## config.mk

```make
export PLATFORM = sky130hd
export DESIGN_NAME = rst_sequencer_flat
export DESIGN_NICKNAME = d
export VERILOG_FILES = /design/src/rtl/rst_seq_pkg.sv /design/src/rtl/rst_sequencer_if.sv /design/src/rtl/rst_debounce.sv /design/src/rtl/rst_sequencer.sv /design/src/flat_wrapper.sv
export SDC_FILE = /design/constraint.sdc
export NUM_CORES = 1
export LEC_CHECK = 0
export CAP_MARGIN = 10
export CORE_UTILIZATION = 25
export DETAILED_ROUTE_END_ITERATION = 8
export PLACE_DENSITY_LB_ADDON = 0.1
export SETUP_SLACK_MARGIN = 0.02
export SYNTH_ARGS = -nofsm -noshare
export SYNTH_HDL_FRONTEND = slang
export SYNTH_SLANG_ARGS = --single-unit
```

## constraint.sdc

```tcl
create_clock -name clk -period 3.9 [get_ports clk]
set_clock_uncertainty 0.05 [all_clocks]
set_input_delay 0.585 -clock clk [delete_from_list [all_inputs] [get_ports clk]]
set_output_delay 0.585 -clock clk [all_outputs]
set_load 0.01 [all_outputs]
```

## src/rtl/rst_seq_pkg.sv

```systemverilog
// ============================================================================
// Module      : rst_seq_pkg
// Description : Shared FSM state type and counter-width helpers for the reset
//               sequencer.
// Revision    : 1.0 - initial release
// ============================================================================
`default_nettype none

package rst_seq_pkg;

  typedef enum logic [1:0] {
    HOLD = 2'd0,
    SEQ  = 2'd1,
    RUN  = 2'd2
  } seq_state_t;

  // Bits needed to count 0..n-1, never less than one.
  function automatic int cnt_w(input int n);
    return (n <= 2) ? 1 : $clog2(n);
  endfunction

  // Bits needed to hold a saturating count 0..n.
  function automatic int sat_w(input int n);
    return cnt_w(n + 1);
  endfunction

endpackage

`default_nettype wire

```

## src/rtl/rst_sequencer_if.sv

```systemverilog
// ============================================================================
// Module      : rst_sequencer_if
// Description : Button/lock inputs and sequenced reset outputs of the reset
//               sequencer; slave is the sequencer side.
// Revision    : 1.0 - initial release
// ============================================================================
`default_nettype none

interface rst_sequencer_if #(
  parameter int NUM_DOMAINS = 3
);

  logic                   btn_in;
  logic                   locked;
  logic [NUM_DOMAINS-1:0] dom_rst;
  logic                   all_released;
  logic                   btn_req;

  modport master (
    output btn_in,
    output locked,
    input  dom_rst,
    input  all_released,
    input  btn_req
  );

  modport slave (
    input  btn_in,
    input  locked,
    output dom_rst,
    output all_released,
    output btn_req
  );

endinterface

`default_nettype wire

```

## src/rtl/rst_debounce.sv

```systemverilog
// ============================================================================
// Module      : rst_debounce
// Description : Button synchroniser, sample prescaler and release debouncer
//               producing a registered, active-high reset request.
// Revision    : 1.0 - initial release
// ============================================================================
`default_nettype none

module rst_debounce
  import rst_seq_pkg::*;
#(
  parameter int PRESCALE_W     = 16,
  parameter int SYNC_STAGES    = 2,
  parameter int DEBOUNCE_TICKS = 2,
  parameter int BTN_ACTIVE_LOW = 1
) (
  input  wire logic clk,
  input  wire logic rst,
  input  wire logic btn_in_i,
  output logic      btn_req_o
);

  localparam int DB_W = sat_w(DEBOUNCE_TICKS);

  localparam logic            c_btn_asserted = (BTN_ACTIVE_LOW != 0) ? 1'b0 : 1'b1;
  localparam logic [DB_W-1:0] c_db_max       = DB_W'(DEBOUNCE_TICKS);

  logic [SYNC_STAGES-1:0] sync_q;
  logic [PRESCALE_W-1:0]  pre_q;
  logic [DB_W-1:0]        db_cnt_q, db_cnt_d;
  logic                   btn_req_q, btn_req_d;
  logic                   tick;
  logic                   sample_active;

  // Chain resets to the asserted raw level so a request is seen until the
  // button has been observed idle through the whole debounce window.
  always_ff @(posedge clk or posedge rst) begin
    if (rst) begin
      sync_q <= {SYNC_STAGES{c_btn_asserted}};
    end else begin
      sync_q <= {sync_q[SYNC_STAGES-2:0], btn_in_i};
    end
  end

  assign sample_active = (sync_q[SYNC_STAGES-1] == c_btn_asserted);

  always_ff @(posedge clk or posedge rst) begin
    if (rst) begin
      pre_q <= '0;
    end else begin
      pre_q <= pre_q + PRESCALE_W'(1);
    end
  end

  assign tick = &pre_q;

  always_comb begin
    db_cnt_d  = db_cnt_q;
    btn_req_d = btn_req_q;
    if (tick) begin
      if (sample_active) begin
        db_cnt_d  = '0;
        btn_req_d = 1'b1;
      end else begin
        if (db_cnt_q != c_db_max) begin
          db_cnt_d = db_cnt_q + DB_W'(1);
        end
        btn_req_d = (db_cnt_d != c_db_max);
      end
    end
  end

  always_ff @(posedge clk or posedge rst) begin
    if (rst) begin
      db_cnt_q  <= '0;
      btn_req_q <= 1'b1;
    end else begin
      db_cnt_q  <= db_cnt_d;
      btn_req_q <= btn_req_d;
    end
  end

  assign btn_req_o = btn_req_q;

endmodule

`default_nettype wire

```

## src/rtl/rst_sequencer.sv

```systemverilog
// ============================================================================
// Module      : rst_sequencer
// Description : Holds all reset domains until the button is debounced idle and
//               the clock is locked, then releases them one by one.
// Revision    : 1.0 - initial release
// ============================================================================
`default_nettype none

module rst_sequencer
  import rst_seq_pkg::*;
#(
  parameter int PRESCALE_W     = 16,
  parameter int SYNC_STAGES    = 2,
  parameter int DEBOUNCE_TICKS = 2,
  parameter int NUM_DOMAINS    = 3,
  parameter int GAP_CYCLES     = 16,
  parameter int BTN_ACTIVE_LOW = 1
) (
  input wire logic       clk,
  input wire logic       rst,
  rst_sequencer_if.slave bus
);

  localparam int IDX_W = cnt_w(NUM_DOMAINS);
  localparam int GAP_W = cnt_w(GAP_CYCLES);

  localparam logic [IDX_W-1:0]       c_idx_last = IDX_W'(NUM_DOMAINS - 1);
  localparam logic [GAP_W-1:0]       c_gap_last = GAP_W'(GAP_CYCLES - 1);
  localparam logic [NUM_DOMAINS-1:0] c_all_held = '1;

  logic [SYNC_STAGES-1:0] lock_sync_q;
  logic                   locked_s;
  logic                   btn_req;
  logic                   abort;

  seq_state_t             state_q, state_d;
  logic [IDX_W-1:0]       idx_q, idx_d;
  logic [GAP_W-1:0]       gap_q, gap_d;
  logic [NUM_DOMAINS-1:0] dom_rst_q, dom_rst_d;
  logic                   all_rel_q, all_rel_d;

  rst_debounce #(
    .PRESCALE_W    (PRESCALE_W),
    .SYNC_STAGES   (SYNC_STAGES),
    .DEBOUNCE_TICKS(DEBOUNCE_TICKS),
    .BTN_ACTIVE_LOW(BTN_ACTIVE_LOW)
  ) u_debounce (
    .clk      (clk),
    .rst      (rst),
    .btn_in_i (bus.btn_in),
    .btn_req_o(btn_req)
  );

  always_ff @(posedge clk or posedge rst) begin
    if (rst) begin
      lock_sync_q <= '0;
    end else begin
      lock_sync_q <= {lock_sync_q[SYNC_STAGES-2:0], bus.locked};
    end
  end

  assign locked_s = lock_sync_q[SYNC_STAGES-1];
  assign abort    = btn_req || !locked_s;

  always_comb begin
    state_d   = state_q;
    idx_d     = idx_q;
    gap_d     = gap_q;
    dom_rst_d = dom_rst_q;
    all_rel_d = all_rel_q;

    unique case (state_q)
      HOLD: begin
        dom_rst_d = c_all_held;
        all_rel_d = 1'b0;
        idx_d     = '0;
        gap_d     = '0;
        if (!abort) begin
          dom_rst_d = c_all_held << 1;
          if (NUM_DOMAINS == 1) begin
            state_d   = RUN;
            all_rel_d = 1'b1;
          end else begin
            state_d = SEQ;
          end
        end
      end

      SEQ: begin
        if (abort) begin
          state_d   = HOLD;
          dom_rst_d = c_all_held;
          all_rel_d = 1'b0;
          idx_d     = '0;
          gap_d     = '0;
        end else if (gap_q == c_gap_last) begin
          // Masking keeps earlier domains released regardless of idx width.
          idx_d     = idx_q + IDX_W'(1);
          dom_rst_d = dom_rst_q & ~(NUM_DOMAINS'(1) << idx_d);
          gap_d     = '0;
          if (idx_d == c_idx_last) begin
            state_d   = RUN;
            all_rel_d = 1'b1;
          end
        end else begin
          gap_d = gap_q + GAP_W'(1);
        end
      end

      RUN: begin
        if (abort) begin
          state_d   = HOLD;
          dom_rst_d = c_all_held;
          all_rel_d = 1'b0;
          idx_d     = '0;
          gap_d     = '0;
        end else begin
          dom_rst_d = '0;
          all_rel_d = 1'b1;
        end
      end

      default: begin
        state_d   = HOLD;
        dom_rst_d = c_all_held;
        all_rel_d = 1'b0;
        idx_d     = '0;
        gap_d     = '0;
      end
    endcase
  end

  always_ff @(posedge clk or posedge rst) begin
    if (rst) begin
      state_q   <= HOLD;
      idx_q     <= '0;
      gap_q     <= '0;
      dom_rst_q <= c_all_held;
      all_rel_q <= 1'b0;
    end else begin
      state_q   <= state_d;
      idx_q     <= idx_d;
      gap_q     <= gap_d;
      dom_rst_q <= dom_rst_d;
      all_rel_q <= all_rel_d;
    end
  end

  assign bus.dom_rst      = dom_rst_q;
  assign bus.all_released = all_rel_q;
  assign bus.btn_req      = btn_req;

endmodule

`default_nettype wire
```

## src/flat_wrapper.sv

```systemverilog
// flat-port wrapper written by rule: the top's interface ports become plain ports
module rst_sequencer_flat import rst_seq_pkg::*;
#(
  parameter int PRESCALE_W     = 16,
  parameter int SYNC_STAGES    = 2,
  parameter int DEBOUNCE_TICKS = 2,
  parameter int NUM_DOMAINS    = 3,
  parameter int GAP_CYCLES     = 16,
  parameter int BTN_ACTIVE_LOW = 1
)
  (clk, rst, bus_btn_in, bus_locked, bus_dom_rst, bus_all_released, bus_btn_req);
  rst_sequencer_if #(.NUM_DOMAINS(NUM_DOMAINS)) bus_i ();
  input wire logic clk;
  input wire logic rst;
  input wire logic [$bits(bus_i.btn_in)-1:0] bus_btn_in;
  input wire logic [$bits(bus_i.locked)-1:0] bus_locked;
  output wire logic [$bits(bus_i.dom_rst)-1:0] bus_dom_rst;
  output wire logic [$bits(bus_i.all_released)-1:0] bus_all_released;
  output wire logic [$bits(bus_i.btn_req)-1:0] bus_btn_req;
  assign bus_i.btn_in = bus_btn_in;
  assign bus_i.locked = bus_locked;
  assign bus_dom_rst = bus_i.dom_rst;
  assign bus_all_released = bus_i.all_released;
  assign bus_btn_req = bus_i.btn_req;
  rst_sequencer #(.PRESCALE_W(PRESCALE_W), .SYNC_STAGES(SYNC_STAGES), .DEBOUNCE_TICKS(DEBOUNCE_TICKS), .NUM_DOMAINS(NUM_DOMAINS), .GAP_CYCLES(GAP_CYCLES), .BTN_ACTIVE_LOW(BTN_ACTIVE_LOW)) u_core (.clk(clk), .rst(rst), .bus(bus_i));
endmodule
```

* Word-level counts from Yosys, hierarchy flattened
Index checks and enable logic that the tools add are counted.
** Word-level totals
- Register bits :: 35
- Bits of input ports :: 4
- Output and inout port bits :: 5
- Word-level logic and storage cells :: 62
** Cells by class
- Add/subtract/negate cells :: 4
- Eq/ne operators :: 10
- Shift operators :: 1
- Muxes and demuxes :: 28
- Bitwise gates (word level) :: 2
- Reduce and logical (&&, ||, !) cells :: 7
** Operators with widths (count)
- 2-bit 2-to-1 mux :: 11
- 16-bit by 1-bit adder with 16-bit output (second input constant) :: 1
- 16-bit AND reduction :: 1
- 4-bit 2-to-1 mux :: 3
- 3-bit 2-to-1 mux :: 3
- 3-bit case mux with 3 select lines :: 1
- 4-bit case mux with 2 select lines :: 1
- 1-bit 2-to-1 mux :: 6
- 2-bit inequality test (second input constant) :: 3
- 3-bit by 1-bit inequality test with 1-bit output (second input constant) :: 2
- 2-bit case mux with 3 select lines :: 1
- 2-bit by 1-bit adder with 2-bit output (second input constant) :: 2
- 4-bit by 1-bit adder with 4-bit output (second input constant) :: 1
- 2-bit == test (second input constant) :: 2
- 4-bit == test (second input constant) :: 1
- 2-bit case mux with 2 select lines :: 1
- 2-bit AND reduction :: 2
- 4-bit AND reduction :: 1
- 3-bit AND :: 1
- 3-bit NOT :: 1
- 1-bit by 2-bit << shifter with 3-bit output (first input constant) :: 1
- 2-bit by 1-bit == test with 1-bit output (second input constant) :: 1
- 2-bit logical NOT :: 1
- 2-bit by 1-bit inequality test with 1-bit output (second input constant) :: 1
- other kinds (3) :: 3

* Logic depth before layout (Yosys ltp)
Gate-level depths: netlist (run 1).
- Depth after elaboration :: 7
- Mapped depth :: 7
- Gate-level depth less buffers :: 6

* Modules after synthesis
Synthesis (run 1) repeated with hierarchy kept, for this count alone.
** Unflattened totals
- Cells, all modules :: 156
- Area total of the unflattened synthesis :: 1730.4 µm²
** By module, submodules not included
- rst_debounce :: instances 1, cells an instance 71, area an instance 878.3 µm², seq. area each 526.8 µm²
- rst_sequencer :: instances 1, cells an instance 85, area an instance 852.1 µm², seq. area each 354.1 µm²

* Least setup slack after synthesis (run 1)
No wires, ideal clock.
- Path type :: flip-flop to flip-flop
- From :: register u_core.u_debounce.pre_q[0]
- To :: register u_core.u_debounce.btn_req_q, in the netlist u_core.u_debounce.btn_req_o
- Setup time :: 0.082 ns
- Arrival :: 1.462 ns
- Required time :: 3.768 ns
- Path slack :: 2.306 ns
- Stages on the path, launching flop included :: 6
- Buffers on the path :: 0
- Clock period less this slack :: 1.594 ns
- Cell sequence :: dfrtp_1 -> ha_1 -> and4_1 -> and3_2 -> nand4_4 -> mux2_4
** Between the ends
- Longest elaborated chain between the ends :: 1
** RTL lines
- from (decl) :: line rst_debounce.sv:29 : logic [PRESCALE_W-1:0] pre_q;
- from (signal assigned) :: line rst_debounce.sv:51 : pre_q <= pre_q + PRESCALE_W'(1);
- 16-bit AND reduction :: line rst_debounce.sv:55 : assign tick = &pre_q;
- to (signal assigned) :: line rst_debounce.sv:79 : btn_req_q <= btn_req_d;
- to (decl) :: line rst_debounce.sv:31 : logic btn_req_q, btn_req_d;
No other way between the ends.
A chain may end at the register's enable or synchronous reset.

* Worst setup path in the final report (run 1)
- From :: register u_core.u_debounce.btn_req_q, in the netlist u_core.u_debounce.btn_req_o
- To :: output bus_btn_req
** RTL lines
- to (decl) :: line flat_wrapper.sv:19 : output wire logic [$bits(bus_i.btn_req)-1:0] bus_btn_req;
No word-level cell between the ends.

==> results of run 1 <==
Yosys cell counts (2+ instances only):
master | instances | area, µm²
nand4_1 | 2 | 12.5
xor2_1 | 5 | 43.8
and4_4 | 2 | 22.5
dfrtp_1 | 31 | 776
mux2i_1 | 2 | 20.0
o21ai_0 | 10 | 50.1
nand2_1 | 13 | 48.8
nand3_1 | 13 | 65.1
o22a_1 | 2 | 17.5
dfstp_2 | 4 | 105
a21oi_1 | 9 | 45.0
clkbuf_1 | 3 | 11.3
xnor2_1 | 9 | 78.8
nor2_1 | 6 | 22.5
inv_1 | 11 | 41.3
and3_2 | 2 | 15.0
ha_1 | 10 | 125
layout by cell type (no fill, tap or decap), types with 2 or more instances in the layout:
master           instances
dfrtp_1                 31
nand4_1                  2
xor2_1                   5
a21oi_1                  9
inv_1                   11
and4_4                   2
mux2i_1                  2
clkdlybuf4s50_1          8
o21ai_0                 10
and3_2                   2
o22a_1                   2
nand3_1                 13
clkbuf_1                 2
dfstp_2                  4
ha_1                    10
nand2_1                 13
xnor2_1                  9
nor2_1                   6
clkbuf_8                 5
power breakdown:
group	switching, W	leakage [nW]	internal (W)
registers	0.0000260	0.447	0.000409
logic	0.000110	0.377	0.0000973
clock network	0.000122	0.0422	0.000125
total	0.000258	0.867	0.000632
kinds of logic after synthesis:
logic type                 share of synthesized area (%)
buffers and inverters                               3.18
adders and majority gates                           7.56
AOI/OAI and AO/OA                                   8.85
xor gates and xnor gates                            7.41
muxes                                               2.12
DFF                                                 53.3
and+or+nand+nor                                     17.6
routing by layer:
metal | vias to the layer above | track usage, %
met5 | - | 0
met3 | 5 | 3.08
met2 | 16 | 16.2
met4 | 0 | 3.76
li1 | 541 | -
met1 | 538 | 11.4
worst min-delay path by stage:
stage,from,endpoint,slack [ns],depth (start not counted)
3_5_place_dp,u_core.u_debounce.sync_q[0],u_core.u_debounce.sync_q[1],0.28,0
3_3_place_gp,u_core.lock_sync_q[0],u_core.lock_sync_q[1],0.28,0
5_1_grt,u_core.u_debounce.sync_q[0],u_core.u_debounce.sync_q[1],0.30,0
2_1_floorplan,u_core.lock_sync_q[0],u_core.lock_sync_q[1],0.28,0
6_report,u_core.u_debounce.sync_q[0],u_core.u_debounce.sync_q[1],0.30,0
4_1_cts,u_core.u_debounce.sync_q[0],u_core.u_debounce.sync_q[1],0.30,0
sequential cells by signal, summed over array words and instances (netlist names), 2 cells and up:
register / cells
u_core.state_q: 2
u_core.bus.dom_rst: 3
u_core.u_debounce.db_cnt_q: 2
u_core.u_debounce.sync_q: 2
u_core.idx_q: 2
u_core.lock_sync_q: 2
u_core.u_debounce.pre_q: 16
u_core.gap_q: 4
metrics by stage:
step           power [W]  util (%)  setup WS [ns]  instance area (µm²)
6_report        0.000890      29.9           1.88                 1910
5_1_grt         0.000962      29.9           1.82                 1910
3_5_place_dp    0.000656      28.6           2.08                 1830
4_1_cts         0.000912      29.9           1.85                 1910
3_3_place_gp    0.000651      28.6           2.17                 1830
2_1_floorplan   0.000576         -           2.31                 1650
final cells by class:
cell class | instances | area [µm²] | area share (%)
flip-flops and latches | 35 | 881 | 46.2
clock buffers | 7 | 76.3 | 4.00
repair buffers | 9 | 87.6 | 4.59
clock inverters | 1 | 5.00 | 0.262
inverters | 11 | 41.3 | 2.16
well taps | 77 | 96.3 | 5.05
multi-input cells | 102 | 721 | 37.8
==> reports/results.ini, run 1 <==
[outcome]
result_of_the_run = finished clean

[sta]
post_layout_min_period_ns = 2.02
grt_setup_unrepaired = false
setup_total_negative_slack_ns = 0
worst_slew_pin_slew_ns = 0.652
clock.fmax_mhz = 494
slew_violations = 0
min_period_over_period_pct = 51.9
timing.slew.headroom_pct = 56.2
timing_hold_violations_final = 0
holdWs_ns = 0.299
report.final.setup_viol = 0

[setup_path]
critical_path_buf_inv_count = 1
max_incr_delay_on_cp_ns = 0.57
crit_fanout = 4
critPathCapture = bus_btn_req
worstRegToRegCells = 5
timing.critical_path.max_delay_family = flip-flops
worstPathArrival_ns = 1.39
r2r-end = u_core.gap_q[3]
cp.depth = 1
worstPathCellList = clkdlybuf4s50_1
rrSetupSlack_ns = 2.06
cp-end-kind = primary output
critical_path.startpoint_type = flip-flop
regToRegStartpoint = u_core.state_q[1]
criticalPathCategory = flip-flop to primary output
worst_path_required_ns = 3.26
worst_setup_path_startpoint = u_core.u_debounce.btn_req_o
crit_slowest_cell = dfstp_2

[layout]
layout-area-overhead-vs-synth_pct = 15.4
antennaDiodeCount = 0
filler_cells_inserted = 664
final-instance-count-excl-fill = 242
share_of_layout_cells_above_drive_strength_1_pct = 11.5
fin_nets = 178

[cts]
htreeDepth = 2
clk_latency_ns = 0.28
cts_num_sinks = 35
clock-root-buffer = clkbuf_8
cts.repair_timing.setup_buffer_count = 0
cts.repair.resized = 0
cts_buffers = 5
cts.clk_slew.worst_paths_ns = 0.07
cts.hold.buffers_added = 0
cts_tree = yes
cts.path.max_buffers = 2

[synthesis]
synth.lib_cells_used.distinct = 34
synth_enable_flop_cells = 0
synth_seq_area_share_pct = 53.3
synth_nets = 165
synthesis.area_um2 = 1650
yosys_warnings = 0
yosys_register_bits = 35
postSynthCellCount = 151
synthesis.area_per_instance_um2 = 11.0
synth-async-reset-ratio_pct = 100
ys.flop_type = dfrtp_1

[power]
peakVddDrop_mv = 0.141
p_per_area_nw_per_um2 = 466
power_leakage_nw = 0.867

[detailed_routing]
detail_route.first_pass.iterations = 4
wire_length_per_cell_um = 12.0
met2RoutedLength_um = 1430
drt_drc_violations_left = 0
via_count = 1100
dr_vias_cell = 4.55
wirelength_um = 2910
route.top_layer_used = met4
final_antenna_net_count = 0
drt_iter0_drcs = 37
routedLengthMet1_um = 1310
met3_wirelength_um = 115

[global_route]
grtUsageTotal_pct = 9.65
grt_pass1_wl_um = 5280
antenna_found_initial = 0
grt_overflow = 0
grt_pass1_vias = 1161
grt_max_degree = 36

[placement]
place.gp.congestion = 0.691
dpl.hpwl_um = 2090
placedCellCount = 234
port_buffers = 8

[floorplanning]
initial_utilization_pct = 25.9
fp.dieH_um = 83.3
design.core.area_um2 = 6390
dieArea_um2 = 6950
placementRows = 29
die_w_um = 83.3
boundaryPins = 9

[worst_hold_path]
hold_removal_path_class = flip-flop to flip-flop

[flow_run]
drv_cap = 0

(Power assumes the default switching activity.)
==> inputs of run 2 (changes only) <==
==> constraint.sdc (replaced) <==
create_clock -name clk -period 1.9 [get_ports clk]
set_clock_uncertainty 0.05 [all_clocks]
set_input_delay 0.285 -clock clk [delete_from_list [all_inputs] [get_ports clk]]
set_output_delay 0.285 -clock clk [all_outputs]
set_load 0.01 [all_outputs]
==> run 2 against run 1 <==
Sequential power increased by 110%. Register-to-register slack got worse by 1.9 ns. Via count increased by 1.5%.
==> reports/results.ini, run 2 (synthesis results as in run 1) <==
[placement]
placement.setup.worst_slack_ns = 0.229
port_buffers = 8
dpl.hpwl_um = 2040
place.gp.congestion = 0.744
place_area_um2 = 1850

[cts]
cts.hold.buffers_added = 0
cts.repair_timing.setup_buffer_count = 0
cts_buffers = 5
cts_num_sinks = 35
cts.repair.resized = 0
htreeDepth = 2
cts.path.max_buffers = 2
cts_tree = yes
cts.clk_slew.worst_paths_ns = 0.07
clk_latency_ns = 0.28
clock-root-buffer = clkbuf_8

[layout]
layout_common_cells = dfrtp_1, nand3_1, nand2_1
filler_cells_inserted = 654
antennaDiodeCount = 0
share_of_layout_cells_above_drive_strength_1_pct = 13.1
finish.utilization_pct = 30.2
layout-area-overhead-vs-synth_pct = 16.7
commonest_non_fill_non_tap_cell_in_the_layout = dfrtp_1
ff_latch_area_um2 = 881
max_flop_register = u_core.u_debounce.pre_q
multi_input_area_um2 = 721
largest_reg_flops = 16
layout.cell_area.non_filler_um2 = 1930
fin_nets = 181

[setup_path]
worstPathArrival_ns = 1.40
max_incr_delay_on_cp_ns = 0.58
worstPathCellList = clkdlybuf4s50_1
timing.critical_path.max_delay_family = flip-flops
crit_slowest_cell = dfstp_2
cp-end-kind = primary output
critical_path.startpoint_type = flip-flop
criticalPathCategory = flip-flop to primary output
worst_path_required_ns = 1.56
crit_fanout = 4
critical_path_buf_inv_count = 1

[sta]
slew_violations = 0
holdWs_ns = 0.300
report.final.setup_viol = 0
worst_slew_pin_slew_ns = 0.472
setup_total_negative_slack_ns = 0
min_period_over_period_pct = 91.3
post_layout_min_period_ns = 1.74
clock.fmax_mhz = 576
final.setup.worst_slack_ns = 0.165
timing.slew.headroom_pct = 68.6
grt_setup_unrepaired = false
timing_hold_violations_final = 0

[power]
p_per_area_nw_per_um2 = 961
power_leakage_nw = 0.883
peakVddDrop_mv = 0.350

[floorplanning]
design.core.area_um2 = 6390
dieArea_um2 = 6950
die_w_um = 83.3
fp.dieH_um = 83.3
placementRows = 29
initial_utilization_pct = 25.9
boundaryPins = 9

[global_route]
grtUsageTotal_pct = 9.40
antenna_found_initial = 0
grt_pass1_vias = 1151
grt_pass1_wl_um = 5170
grt_max_degree = 36
grt_overflow = 0

[detailed_routing]
drt_iter0_drcs = 54
detail_route.first_pass.iterations = 4
wire_length_per_cell_um = 12.0
via_count = 1116
wirelength_um = 2950
dr_vias_cell = 4.56
drt_drc_violations_left = 0
final_antenna_net_count = 0

[outcome]
result_of_the_run = finished clean

[worst_hold_path]
hold_removal_path_class = flip-flop to flip-flop

[flow_run]
drv_cap = 0

[run 2: cell type report]
| type | instances | area share (%) |
|---|---|---|
| Clock buffer | 7 | 3.95 |
| Clock inverter | 1 | 0.259 |
| Inverter | 11 | 2.14 |
| Multi-Input combinational cell | 102 | 37.3 |
| Sequential cell | 35 | 45.6 |
| Tap cell | 77 | 4.99 |
| Timing Repair Buffer | 12 | 5.70 |
[run 2: path summary, 6_finish.rpt]
kind | start | to | slack, ns | depth (start not counted)
min in group asynchronous | rst | u_core.idx_q[1] | 0.36 | 3
max | u_core.u_debounce.btn_req_o | bus_btn_req | 0.16 | 1
max in group asynchronous | rst | u_core.u_debounce.btn_req_o | 1.08 | 3
min | u_core.lock_sync_q[0] | u_core.lock_sync_q[1] | 0.30 | 0
min reg2reg | u_core.lock_sync_q[0] | u_core.lock_sync_q[1] | 0.30 | 0
max reg2reg | u_core.state_q[1] | u_core.gap_q[3] | 0.21 | 5
[run 2: where the power goes]
group / leakage (nW) / total [W] / switching, W / internal (W)
registers: 0.447 / 0.000894 / 0.0000545 / 0.000840
logic: 0.393 / 0.000448 / 0.000236 / 0.000213
clock network: 0.0422 / 0.000512 / 0.000255 / 0.000257
[run 2: layer usage]
layer | routed length, µm | part of all wire, % | GRT usage, % | up-vias
li1 | - | - | - | 549
met4 | 53 | 1.8 | 3.76 | 0
met3 | 104 | 3.5 | 3.48 | 6
met1 | 1400 | 47 | 11.1 | 547
met2 | 1390 | 47 | 15.4 | 14
met5 | 0 | 0 | 0 | -
[run 2: metrics by stage]
step,cells,power (W)
4_1_cts,245,0.00190
3_3_place_gp,237,0.00135
6_report,245,0.00186
2_1_floorplan,151,0.00118
5_1_grt,245,0.00198
3_5_place_dp,237,0.00136
==> inputs of run 3 (changes only) <==
--- a/config.mk
+++ b/config.mk
@@ -8,8 +8,11 @@
 export CAP_MARGIN = 10
 export CORE_UTILIZATION = 25
 export DETAILED_ROUTE_END_ITERATION = 8
+export GPL_ROUTABILITY_DRIVEN = 0
 export PLACE_DENSITY_LB_ADDON = 0.1
 export SETUP_SLACK_MARGIN = 0.02
+export SKIP_CTS_REPAIR_TIMING = 1
+export SLEW_MARGIN = 20
 export SYNTH_ARGS = -nofsm -noshare
 export SYNTH_HDL_FRONTEND = slang
 export SYNTH_SLANG_ARGS = --single-unit
==> results of run 3 <==
The final DEF is identical to that of run 2; final timing and power are the same.
